File: config.mk
export PLATFORM = sky130hd
export DESIGN_NAME = aes_fifo_dispatch
export DESIGN_NICKNAME = d
export VERILOG_FILES = /design/src/rtl/aes_fifo_dispatch.sv
export SDC_FILE = /design/constraint.sdc
export NUM_CORES = 1
export LEC_CHECK = 0
export CAP_MARGIN = 15
export CORE_UTILIZATION = 56
export DETAILED_ROUTE_END_ITERATION = 12
export PLACE_DENSITY_LB_ADDON = 0.1
export RECOVER_POWER = 25
export SYNTH_ARGS = -nofsm -noshare
export SYNTH_HDL_FRONTEND = slang
export SYNTH_SLANG_ARGS = --single-unit
File: constraint.sdc
create_clock -name clk_main_a0 -period 5.3 [get_ports clk_main_a0]
set_input_delay 0.53 -clock clk_main_a0 [delete_from_list [all_inputs] [get_ports clk_main_a0]]
set_output_delay 0.53 -clock clk_main_a0 [all_outputs]
set_load 0.02 [all_outputs]
File: src/rtl/aes_fifo_dispatch.sv
// AES core front end: host jobs queue in an input FIFO, are issued one at a time, and results queue for host reads.
// Reads answer one cycle after arvalid_q and hold until rready; pushes into a full input FIFO are dropped and flagged.
module sync_fifo #(
    parameter int W     = 8,
    parameter int DEPTH = 8,
    localparam int PW   = (DEPTH > 1) ? $clog2(DEPTH) : 1,
    localparam int CW   = $clog2(DEPTH + 1)
) (
    input  logic          clk,
    input  logic          rst,
    input  logic          flush,
    input  logic          push,
    input  logic [W-1:0]  push_dat,
    input  logic          pop,
    output logic [W-1:0]  head,
    output logic [CW-1:0] count,
    output logic          full,
    output logic          empty
);
    logic [W-1:0]  mem [DEPTH];
    logic [PW-1:0] wr_ptr;
    logic [PW-1:0] rd_ptr;
    logic          do_push;
    logic          do_pop;

    // Full/empty come from the registered count, so both are cycle-start values.
    assign full    = (count == CW'(DEPTH));
    assign empty   = (count == '0);
    assign do_push = push && !full;
    assign do_pop  = pop && !empty;
    assign head    = mem[rd_ptr];

    function automatic logic [PW-1:0] ptr_inc(input logic [PW-1:0] p);
        return (p == PW'(DEPTH - 1)) ? '0 : p + 1'b1;
    endfunction

    always_ff @(posedge clk) begin
        if (do_push) begin
            mem[wr_ptr] <= push_dat;
        end
    end

    always_ff @(posedge clk or posedge rst) begin
        if (rst) begin
            wr_ptr <= '0;
            rd_ptr <= '0;
            count  <= '0;
        end else if (flush) begin
            wr_ptr <= '0;
            rd_ptr <= '0;
            count  <= '0;
        end else begin
            if (do_push) begin
                wr_ptr <= ptr_inc(wr_ptr);
            end
            if (do_pop) begin
                rd_ptr <= ptr_inc(rd_ptr);
            end
            if (do_push && !do_pop) begin
                count <= count + 1'b1;
            end else if (!do_push && do_pop) begin
                count <= count - 1'b1;
            end
        end
    end
endmodule

module aes_fifo_dispatch #(
    parameter int          KEY_W     = 4,
    parameter int          DATA_W    = 4,
    parameter int          RES_W     = 5,
    parameter int          IN_DEPTH  = 8,
    parameter int          OUT_DEPTH = 8,
    parameter int          TIMEOUT   = 255,
    parameter logic [31:0] DATA_ADDR = 32'h0000_0500,
    parameter logic [31:0] STAT_ADDR = 32'h0000_0504,
    parameter logic [31:0] CTRL_ADDR = 32'h0000_0508,
    parameter logic [31:0] UNIMP_VAL = 32'hDEAD_BEEF
) (
    input  logic              clk_main_a0,
    input  logic              rst_main,
    input  logic              wready,
    input  logic [31:0]       wr_addr,
    input  logic [31:0]       wdata,
    input  logic              arvalid_q,
    input  logic [31:0]       araddr_q,
    input  logic              rready,
    output logic              rvalid,
    output logic [31:0]       rdata,
    output logic [1:0]        rresp,
    output logic [KEY_W-1:0]  core_key,
    output logic [DATA_W-1:0] core_din,
    output logic              core_start,
    input  logic [RES_W-1:0]  core_dout,
    input  logic              core_vld
);
    localparam int JOB_W = KEY_W + DATA_W;
    localparam int ICW   = $clog2(IN_DEPTH + 1);
    localparam int OCW   = $clog2(OUT_DEPTH + 1);
    localparam int TW    = $clog2(TIMEOUT + 1);

    localparam logic [1:0] S_IDLE  = 2'd0;
    localparam logic [1:0] S_ISSUE = 2'd1;
    localparam logic [1:0] S_WAIT  = 2'd2;

    logic [1:0]       state;
    logic [TW-1:0]    timer;
    logic             drop_flag;
    logic             undr_flag;
    logic             tout_flag;

    logic             wr_data;
    logic             wr_ctrl;
    logic             flush;
    logic             clr_flags;
    logic             unused_bits;

    logic             in_pop;
    logic             in_full;
    logic             in_empty;
    logic [JOB_W-1:0] in_head;
    logic [ICW-1:0]   in_count;

    logic             out_push;
    logic             out_pop;
    logic             out_full;
    logic             out_empty;
    logic [RES_W-1:0] out_head;
    logic [OCW-1:0]   out_count;

    logic             rd_take;
    logic             rd_new;
    logic             rd_is_data;
    logic [31:0]      stat_word;
    logic             timer_last;
    logic             drop_set;
    logic             undr_set;
    logic             tout_set;

    assign wr_data     = wready && (wr_addr == DATA_ADDR);
    assign wr_ctrl     = wready && (wr_addr == CTRL_ADDR);
    assign flush       = wr_ctrl && wdata[1];
    assign clr_flags   = wr_ctrl && wdata[0];
    assign unused_bits = ^(wdata >> JOB_W);

    assign rd_take    = rvalid && rready;
    assign rd_new     = arvalid_q && !rvalid && !rd_take;
    assign rd_is_data = (araddr_q == DATA_ADDR);

    assign in_pop     = (state == S_ISSUE);
    assign out_push   = (state == S_WAIT) && core_vld;
    assign out_pop    = rd_new && rd_is_data;
    assign timer_last = (timer == TW'(TIMEOUT - 1));

    assign drop_set = wr_data && in_full;
    assign undr_set = rd_new && rd_is_data && out_empty;
    assign tout_set = (state == S_WAIT) && !core_vld && timer_last;

    sync_fifo #(.W(JOB_W), .DEPTH(IN_DEPTH)) u_in_fifo (
        .clk      (clk_main_a0),
        .rst      (rst_main),
        .flush    (flush),
        .push     (wr_data),
        .push_dat (wdata[JOB_W-1:0]),
        .pop      (in_pop),
        .head     (in_head),
        .count    (in_count),
        .full     (in_full),
        .empty    (in_empty)
    );

    sync_fifo #(.W(RES_W), .DEPTH(OUT_DEPTH)) u_out_fifo (
        .clk      (clk_main_a0),
        .rst      (rst_main),
        .flush    (flush),
        .push     (out_push),
        .push_dat (core_dout),
        .pop      (out_pop),
        .head     (out_head),
        .count    (out_count),
        .full     (out_full),
        .empty    (out_empty)
    );

    always_comb begin
        stat_word        = '0;
        stat_word[7:0]   = 8'(in_count);
        stat_word[15:8]  = 8'(out_count);
        stat_word[16]    = (state != S_IDLE);
        stat_word[17]    = in_full;
        stat_word[18]    = out_empty;
        stat_word[29]    = drop_flag;
        stat_word[30]    = undr_flag;
        stat_word[31]    = tout_flag;
    end

    always_ff @(posedge clk_main_a0 or posedge rst_main) begin
        if (rst_main) begin
            state      <= S_IDLE;
            timer      <= '0;
            core_key   <= '0;
            core_din   <= '0;
            core_start <= 1'b0;
        end else begin
            core_start <= 1'b0;
            case (state)
                S_IDLE: begin
                    // Reserving an out-FIFO slot here keeps the result push from ever overflowing.
                    if (!in_empty && !out_full) begin
                        state <= S_ISSUE;
                    end
                end
                S_ISSUE: begin
                    if (in_empty) begin
                        state <= S_IDLE;
                    end else begin
                        core_key   <= in_head[KEY_W-1:0];
                        core_din   <= in_head[JOB_W-1:KEY_W];
                        core_start <= 1'b1;
                        timer      <= '0;
                        state      <= S_WAIT;
                    end
                end
                S_WAIT: begin
                    if (core_vld || timer_last) begin
                        state <= S_IDLE;
                    end else begin
                        timer <= timer + 1'b1;
                    end
                end
                default: begin
                    state <= S_IDLE;
                end
            endcase
        end
    end

    always_ff @(posedge clk_main_a0 or posedge rst_main) begin
        if (rst_main) begin
            drop_flag <= 1'b0;
            undr_flag <= 1'b0;
            tout_flag <= 1'b0;
        end else begin
            if (clr_flags) begin
                drop_flag <= 1'b0;
                undr_flag <= 1'b0;
                tout_flag <= 1'b0;
            end
            if (drop_set) begin
                drop_flag <= 1'b1;
            end
            if (undr_set) begin
                undr_flag <= 1'b1;
            end
            if (tout_set) begin
                tout_flag <= 1'b1;
            end
        end
    end

    always_ff @(posedge clk_main_a0 or posedge rst_main) begin
        if (rst_main) begin
            rvalid <= 1'b0;
            rdata  <= '0;
            rresp  <= 2'b00;
        end else if (rd_take) begin
            rvalid <= 1'b0;
            rdata  <= '0;
            rresp  <= 2'b00;
        end else if (rd_new) begin
            rvalid <= 1'b1;
            if (rd_is_data) begin
                if (!out_empty) begin
                    rdata <= 32'(out_head);
                    rresp <= 2'b00;
                end else begin
                    rdata <= 32'hDEAD_0000;
                    rresp <= 2'b10;
                end
            end else if (araddr_q == STAT_ADDR) begin
                rdata <= stat_word;
                rresp <= 2'b00;
            end else begin
                rdata <= UNIMP_VAL;
                rresp <= 2'b00;
            end
        end
    end
endmodule

-- Word-level counts from Yosys, hierarchy flattened
Memories as Yosys holds them, arrays and structs flattened. A register that Yosys moved wholly into a read port is not among the register bits.
Index checks and enable logic that the tools add are counted.
Widths: inputs -> output; s select.
- bits in registers: 69
- bits in latches: 0
- RAM bits: 104
- bits in read-only memories: 0
- input bits: 107
- memories kept: 2
- memory list (memory ; words ; bits a word ; rd ports ; clocked after memory_dff ; write ports ; line ; RTL):
    u_in_fifo.mem ; 8 ; 8 ; 1 ; 1 ; 1 ; 20 ; logic [W-1:0] mem [DEPTH];
    u_out_fifo.mem ; 8 ; 5 ; 1 ; 0 ; 1 ; 20 ;
- add/sub/neg operators: 9
- $mul: 0
- divide/modulo/power cells: 0
- order comparisons: 0
- equal/unequal tests: 17
- shifts and indexed selects: 0
- mux-type cells: 46
- bitwise gates (word level): 1
- reductions and logical operators: 52
- operator list (kind ; number):
    $mux 32 ; 5
    $eq 32x11->1 const B ; 4
    $mux 3 ; 12
    $mux 4 ; 6
    $logic_and 1x1->1 ; 22
    $reduce_bool 2->1 ; 10
    $mux 8 ; 2
    $pmux 8 s2 ; 1
    $mux 2 ; 7
    $add 3x1->3 const B ; 4
    $eq 3x3->1 const B ; 4
    $mux 1 ; 12
    $logic_not 1->1 ; 11
    $add 4x1->4 const B ; 2
    $add 8x1->8 const B ; 1
    $eq 4x4->1 const B ; 2
    $eq 8x8->1 const B ; 1
    $logic_not 4->1 ; 2
    $sub 4x1->4 const B ; 2
    $ne 2x2->1 const B ; 3
    $pmux 2 s3 ; 1
    $reduce_bool 3->1 ; 2
    $reduce_and 2->1 ; 2
    $reduce_and 3->1 ; 1
    other kinds (6) ; 6

-- Longest topological paths before layout
Gate-level depths: netlist of run 1.
- word-level depth: 9
- depth in mapped cells: 12
- depth with buffers taken out: 10

-- Cells and area by module
From an unflattened synthesis of run 1, not the netlist that was laid out.
- cell total of the unflattened synthesis: 532
- area total of the unflattened synthesis: 7721.2 um^2
- modules (own cells, without submodules) (module ; instances ; cells each ; area each (um^2)):
    sync_fifo at u_in_fifo ; 1 ; 174 ; 3146.8
    aes_fifo_dispatch ; 1 ; 215 ; 2319.7
    sync_fifo at u_out_fifo ; 1 ; 143 ; 2254.7

-- Worst setup path before layout of run 1
No wires, ideal clock.
- path kind: in2reg
- from: input port araddr_q[11]
- to: register u_out_fifo.count[3]
- library setup time: 0.079 ns
- arrival: 2.913 ns
- slack: 2.308 ns
- cell stages on the path: 12
- buffers on the path: 2
- cells stage by stage: nor4b_1 > nand4_1 > or2_2 > clkbuf_1 > clkbuf_1 > o21ai_0 > ha_1 > a21o_2 > a21oi_1 > nor2_1 > mux2i_1 > mux2i_1
- longest elaborated chain between the ends: 7
- RTL lines (what ; line ; RTL):
    from (decl) ; 86 ; input logic [31:0] araddr_q,
    $eq 32x11->1 (*) ; 148 ; assign rd_is_data = (araddr_q == DATA_ADDR);
    $logic_and 1x1->1 (*) ; 152 ; assign out_pop = rd_new && rd_is_data;
    $logic_and 1x1->1 (*) ; 30 ; assign do_pop = pop && !empty;
    $logic_not 1->1 ; 59 ; if (do_push && !do_pop) begin
    $logic_and 1x1->1 ; 59 ;
    $mux 4 ; 59 ;
    $mux 4 ; 48 ; end else if (flush) begin
    to (signal assigned) ; 60 ; count <= count + 1'b1;
    to (signal assigned) ; 62 ; count <= count - 1'b1;
    to (decl) ; 16 ; output logic [CW-1:0] count,
Mark *: on every way between the ends. The rest lies on a longest branch, timed or not.
A chain may end at the register's enable or synchronous reset.

-- Worst setup path in the final report of run 1
- from: input port wr_addr[24]
- to: memory u_in_fifo.mem[2][3], enable pin
- longest elaborated chain between the ends: 5
- RTL lines (what ; line ; RTL):
    from (decl) ; 83 ; input logic [31:0] wr_addr,
    $eq 32x11->1 ; 140 ; assign wr_data = wready && (wr_addr == DATA_ADDR);
    $logic_and 1x1->1 ; 140 ;
    $logic_and 1x1->1 ; 29 ; assign do_push = push && !full;
    $mux 1 ; 38 ; if (do_push) begin
    $mux 1 (implied by the code) ; 39 ; mem[wr_ptr] <= push_dat;
    to (decl) ; 20 ;
Every way passes these cells.

==> run metrics, run 1 <==
max_cap viols 0; Setup Viol. Count Final 0; GRT Util Overall roughly 24%; post-synthesis mux area share 11.20%; length of the first detailed-routing pass in iterations 5; Hold Violations, Final 0; pin count of the biggest net entering global routing between 60 and 70; RSZ-0062 raised after global routing false; Die Y between 100 and 150 µm; DR vias/cell approximately 6; top post-synthesis cells by area edfxtp_1, dfrtp_1, mux4_2, ha_1, nand2_1; Synth Area in XOR/XNOR less than 1%; max-slew violations 0; layout net count roughly 780; asr flop ratio synth around 37%; maximum VDD drop roughly 290 µV; crit-path max FO 8; sequential fraction of the synthesis area about 62%; combinational power share a little over a quarter; Synth Area in Compound Gates approximately 7.6%; CTS tree built; Core Area between 10000 and 15000 µm²; Power, Total about 4.1 mW; clk_lat worst skew 0.43 ns; met2 usage 39.79%; Synth Area per Inst 13.99 µm²; WP data required approximately 5.4 ns; clk buf depth 2; htree depth 4; Total Die Area roughly 14000 µm²; EDFF count, synth between 100 and 150; minimum clock period roughly 3.4 ns; Post-synth top cells edfxtp_1, dfrtp_1, nand2_1, o21ai_0; hpwl dp roughly 11000 µm; Initial Util 58.36%; first-pass GRT wire length 25400 µm; Rel. slew slack 26.18%; Worst Max-Slew Pin Slew between 1 and 1.5 ns; layout cells sized above 1 around 13%; RD Place Congestion roughly 0.83; Std-Cell Rows 41; post-CTS setup buffers 0; Post-Place Cell Area ~8800 µm²; P_leak between 3 and 4 nW; Hold Path Class reg -> reg; I/O Pins about 150; Synth Cell Area between 7000 and 8000 µm²; # diodes 0; GR Overflow Total 0; area leader, netlist edfxtp_1; fillers just over 800; reg-to-reg setup timing slack 2.29 ns; top-area cell type share of the netlist area a little over two fifths; Gates resized, CTS repair 0; Synth Flop Type edfxtp_1; wire length per cell between 15 and 20 µm; total wire length 15750 µm; clock sink count around 170; CP peak stage delay about 0.77 ns; top-count cell post-synth edfxtp_1; PwrDens 429.7 nW/µm²; CP Class in -> reg; Hold-fix buffers, CTS 0; power share of the clock group approximately a third; Routed Antenna Nets 0; initial antenna violation count 0; clock root cell clkbuf_16; Num CTS Buffers 17; final setup TNS 0 ns; simple-gate portion of the synthesized area 11.23%; sequential share of power a little over 40%; Power Internal 2.838 mW; Area growth syn-to-layout 26.57%; Placed Cells 803; met3 usage between 5 and 6%; Worst setup EP type register; vias in the first global route 4916; FMAX about 0.3 GHz; Final period util ~64%; Slowest-stage cell, CP nor3_2; crit path buf inv count 1; DRC viols 0; via count between 4000 and 5000; Cells after Synth between 500 and 600; startpoint types input pin; synth warn 0; status complete, no violations; Worst-path clk slew roughly 0.060 ns; Post-Layout Cell Count ~840; synthesized flop and latch total 165; cell area after layout approximately 9400 µm²; GRT Max-Usage Layer met2; Yosys cell types 60; Switching Power between 1 and 1.5 mW; Die X between 100 and 150 µm; critical-path cell list clkdlybuf4s50_1 -> nor4_1 -> nand4_1 -> nor3_1 -> nand2_1 -> nor3_2; Switching Share a little under a third; IO Port Bufs ~120; Adder-Cell Fraction of Synth Area 3.390%; main combinational cell family by area after synthesis simple AND/OR/NAND/NOR gates; Worst Path Arrival approximately 3.5 ns; 1st-iter DRT viols ~410; CP delay by family, top simple AND/OR/NAND/NOR gates; final clock skew about 0.0068 ns; met1 usage 31.61%
-- power by group through the flow --
stage | sequential (mW) | clock, mW | combinational, mW
2_1_floorplan | 1.69 | 0 | 0.707
3_3_place_gp | 1.72 | 0 | 0.992
3_5_place_dp | 1.73 | 0 | 1.03
4_1_cts | 1.70 | 1.32 | 1.04
5_1_grt | 1.70 | 1.37 | 1.18
6_report | 1.68 | 1.30 | 1.08
-- through the flow --
step           hold slack [ns]  utilization [%]  setup slack, ns
6_report                0.4781            73.87            1.891
2_1_floorplan           0.4570                -            2.308
5_1_grt                 0.5112            73.87            1.711
3_5_place_dp            0.4697            68.72            1.493
3_3_place_gp            0.4633            68.68            1.634
4_1_cts                 0.4839            73.65            1.956
-- flip-flops by register name, indices dropped and copies added (netlist names) --
name,flops
core_start,1
u_in_fifo.rd_ptr,3
u_in_fifo.wr_ptr,3
rvalid,1
u_in_fifo.mem,64
core_din,4
core_key,4
undr_flag,1
rdata,17
state,2
u_out_fifo.wr_ptr,3
tout_flag,1
u_out_fifo.count,4
rresp,1
drop_flag,1
timer,8
u_out_fifo.rd_ptr,3
u_out_fifo.mem,40
u_in_fifo.count,4
-- layout make-up --
type / instances / area, µm² / area share [%]
sequential: 165 / 4649 / 49.28
multi-input combinational: 318 / 2562 / 27.16
timing repair buffer: 133 / 1319 / 13.98
clock buffer: 17 / 425.4 / 4.509
tap: 172 / 215.2 / 2.281
clock inverter: 15 / 203.9 / 2.162
inverter: 16 / 60.06 / 0.6365
-- per-layer routing --
| layer | vias to the layer above | share of wire, % | wire, µm |
|---|---|---|---|
| li1 | 2269 | - | - |
| met1 | 2502 | 42 | 6628 |
| met2 | 154 | 51 | 8084 |
| met3 | 23 | 5.0 | 793 |
| met4 | 0 | 1.5 | 242 |
| met5 | - | 0 | 0 |
-- cell families after synthesis --
logic type	after synthesis
other	1
multiplexers	50
adder cells (fa/ha/maj)	19
XOR/XNOR	5
buffers and inverters	54
AND/OR/NAND/NOR	153
flip-flops	165
AO/OA/AOI/OAI	86
-- layout by cell type (no fill, tap or decap), types with 4 or more instances in the layout --
cell type,netlist,final
a21oi_1,17,17
dlygate4sd3_1,0,12
nand3_1,6,6
nor4_1,14,14
a221oi_1,4,4
a32o_1,4,4
nand4_1,7,7
conb_1,1,5
xnor2_1,4,4
dfrtp_1,61,61
clkdlybuf4s50_1,0,109
nor3_1,10,9
a22o_1,9,9
bufinv_16,0,4
and4_1,4,4
ha_1,17,17
nor4b_1,8,8
buf_4,16,10
edfxtp_1,104,104
o21ai_0,28,28
a211oi_1,4,4
nand2_1,47,47
mux2_2,7,7
clkbuf_16,0,17
mux2i_1,17,17
inv_1,16,15
mux4_2,26,26
nand2b_1,6,6
nor2_1,26,26
-- worst register-to-register path, delay by kind of cell, from the launching register on --
family           cells  cell delay [ns]
and+or+nand+nor      5             2.21
DFF                  1             0.43
-- worst paths after layout --
path,from,to,cells past startpoint
min,rdata[16],rdata[16],2
min in group asynchronous,rst_main,core_din[3],3
max in group asynchronous,rst_main,u_out_fifo.count[1],3
min reg2reg,rdata[16],rdata[16],2
max reg2reg,u_in_fifo.count[3],u_in_fifo.mem[2][3],5
max,wr_addr[24],u_in_fifo.mem[2][3],6
No activity file was read; power rests on OpenSTA's default activity.
==> inputs of run 2 (changes only) <==
--- a/config.mk
+++ b/config.mk
@@ -6,7 +6,7 @@
 export NUM_CORES = 1
 export LEC_CHECK = 0
 export CAP_MARGIN = 15
-export CORE_UTILIZATION = 56
+export CORE_UTILIZATION = 47
 export DETAILED_ROUTE_END_ITERATION = 12
 export PLACE_DENSITY_LB_ADDON = 0.1
 export RECOVER_POWER = 25
==> constraint.sdc (replaced) <==
create_clock -name clk_main_a0 -period 3 [get_ports clk_main_a0]
set_input_delay 0.3 -clock clk_main_a0 [delete_from_list [all_inputs] [get_ports clk_main_a0]]
set_output_delay 0.3 -clock clk_main_a0 [all_outputs]
set_load 0.02 [all_outputs]
==> run 2 against run 1 <==
Effect of this change:
- clock-buffer cell count grew 7
- largest power group unchanged
- register-to-register slack lost 1.9 ns
- global-route usage shrank 3.3 points
==> run metrics, run 2 (same netlist as run 1, synthesis figures left out) <==
status complete, no violations; Gates resized, CTS repair 0; layout net count between 800 and 900; # diodes 0; wire length per cell between 15 and 20 µm; CTS tree built; initial antenna violation count 0; max_cap viols 0; via count a little under 5000; PwrDens 723.1 nW/µm²; minimum clock period 2.629 ns; P_leak about 3.7 nW; area of the multi-input gates between 2000 and 3000 µm²; GR Overflow Total 0; Initial Util between 40% and 50%; clock root cell clkbuf_16; startpoint types register; RD Place Congestion 0.7877; Worst-path clk slew approximately 0.060 ns; Routed Antenna Nets 0; Worst Max-Slew Pin Slew roughly 0.85 ns; WP data required between 3 and 4 ns; Biggest register u_in_fifo.mem; Power, Total about 7.0 mW; CP Class reg -> reg; Min-Delay Path Depth 2; clock sink count about 170; Area growth syn-to-layout 29.51%; Worst setup EP type register; reg-to-reg setup timing slack roughly 0.37 ns; clk buf depth 2; clk_lat worst skew approximately 0.42 ns; crit-path max FO 6; FMAX about 0.38 GHz; Setup Viol. Count Final 0; post-CTS setup buffers 0; Hold-fix buffers, CTS 0; Num CTS Buffers 17; worst reg2reg path endpoint u_out_fifo.count[2]; fillers around 1100; I/O Pins 151; Die Y ~130 µm; commonest non-fill, non-tap cells in the layout clkdlybuf4s50_1, edfxtp_1, dfrtp_1; DR vias/cell around 5.4; length of the first detailed-routing pass in iterations 5; layout cells sized above 1 between 10% and 20%; RSZ-0062 raised after global routing false; Post-Place Cell Area just over 9000 µm²; max reg flops 64; pin count of the biggest net entering global routing 44; Rel. slew slack between 40 and 50%; GRT Util Overall 20.99%; largest registers u_in_fifo.mem: 64 flops, u_out_fifo.mem: 40 flops, rdata: 17 flops; DRC viols 0; Core Area about 15000 µm²; Die X roughly 130 µm; Final period util 87.62%; 1st-iter DRT viols about 380; RR Startpoint u_out_fifo.count[1]; IO Port Bufs roughly 120; Std-Cell Rows 45; htree depth 4; vias in the first global route 5034; cell area after layout ~9700 µm²; Hold Violations, Final 0; total wire length 16170 µm; maximum VDD drop about 450 µV; R2R depth 10; end of the worst hold path rdata[31]; hpwl dp 11700 µm; commonest non-fill, non-tap cell in the layout clkdlybuf4s50_1; FF+latch area 4649 µm²; max-slew violations 0; Worst Path Arrival 2.90 ns; min-delay src rdata[31]; final setup TNS 0 ns; first-pass GRT wire length around 26000 µm; final clock skew approximately 0.012 ns; Total Die Area roughly 16000 µm²; Hold Path Class reg -> reg
run 2: changes by cell type in the layout (fill, tap and decap cells not counted), moves of 2 or more:
cell / delta
clkbuf_1: +4
buf_4: +35
clkbuf_8: +3
bufinv_16: -3
inv_6: -2
run 2: final cells by class:
type | count | area share, %
well taps | 211 | 2.735
repair buffers | 167 | 16.25
clock inverters | 8 | 0.8035
clock buffers | 24 | 4.990
multi-input cells | 318 | 26.44
inverters | 16 | 0.6221
flip-flops and latches | 165 | 48.16
run 2: layer usage:
layer / GRT usage (%) / vias up / share of wire, %
met4: 4.498 / 0 / 0.65
li1: - / 2327 / -
met3: 4.758 / 9 / 3.9
met1: 27.25 / 2461 / 43
met2: 36.16 / 123 / 52
met5: 0 / - / 0
run 2: worst max path at each step:
stage / start / end / slack (ns) / cells after the start
after floorplan: araddr_q[11] / u_out_fifo.count[3] / 0.24 / 12
after global placement: araddr_q[11] / u_out_fifo.count[2] / 0.08 / 12
after detailed placement: araddr_q[11] / u_out_fifo.count[2] / 0.06 / 12
after CTS: u_out_fifo.count[1] / u_out_fifo.count[3] / 0.38 / 9
after global routing: araddr_q[11] / u_out_fifo.count[2] / 0.22 / 12
final: u_out_fifo.count[1] / u_out_fifo.count[2] / 0.37 / 10
run 2: power breakdown:
part           internal [mW]  switching [mW]  leakage, nW
sequential              2.66           0.294         1.71
combinational          0.996           0.989         1.67
clock                   1.21           0.840        0.270
total                   4.86            2.12         3.65
run 2: stage by stage:
stage | std cells | hold slack [ns] | utilization, % | worst slack [ns]
6_report | 909 | 0.4766 | 63.04 | 0.3715
5_1_grt | 909 | 0.4801 | 63.04 | 0.2181
4_1_cts | 909 | 0.2122 | 63.04 | 0.3832
3_5_place_dp | 877 | 0.4691 | 59.39 | 0.05830
3_3_place_gp | 877 | 0.4648 | 59.39 | 0.07913
2_1_floorplan | 537 | 0.3825 | - | 0.2378
run 2: worst max-delay path: stages, from the launching register on:
cell and delay (ns):
dfrtp_1 0.45, or4b_4 0.60, and3_1 0.25, o21ai_0 0.12, buf_4 0.16, inv_1 0.04, fa_1 0.37, xor2_1 0.21
nor2_1 0.06, mux2i_1 0.14, a31oi_1 0.09
==> inputs of run 3 (changes only) <==
--- a/config.mk
+++ b/config.mk
@@ -7,6 +7,7 @@
 export LEC_CHECK = 0
 export CAP_MARGIN = 15
 export CORE_UTILIZATION = 47
+export CTS_CLUSTER_DIAMETER = 60
 export DETAILED_ROUTE_END_ITERATION = 12
 export PLACE_DENSITY_LB_ADDON = 0.1
 export RECOVER_POWER = 25
==> results of run 3 <==
Final layout, timing and power as in run 2 (identical DEF).
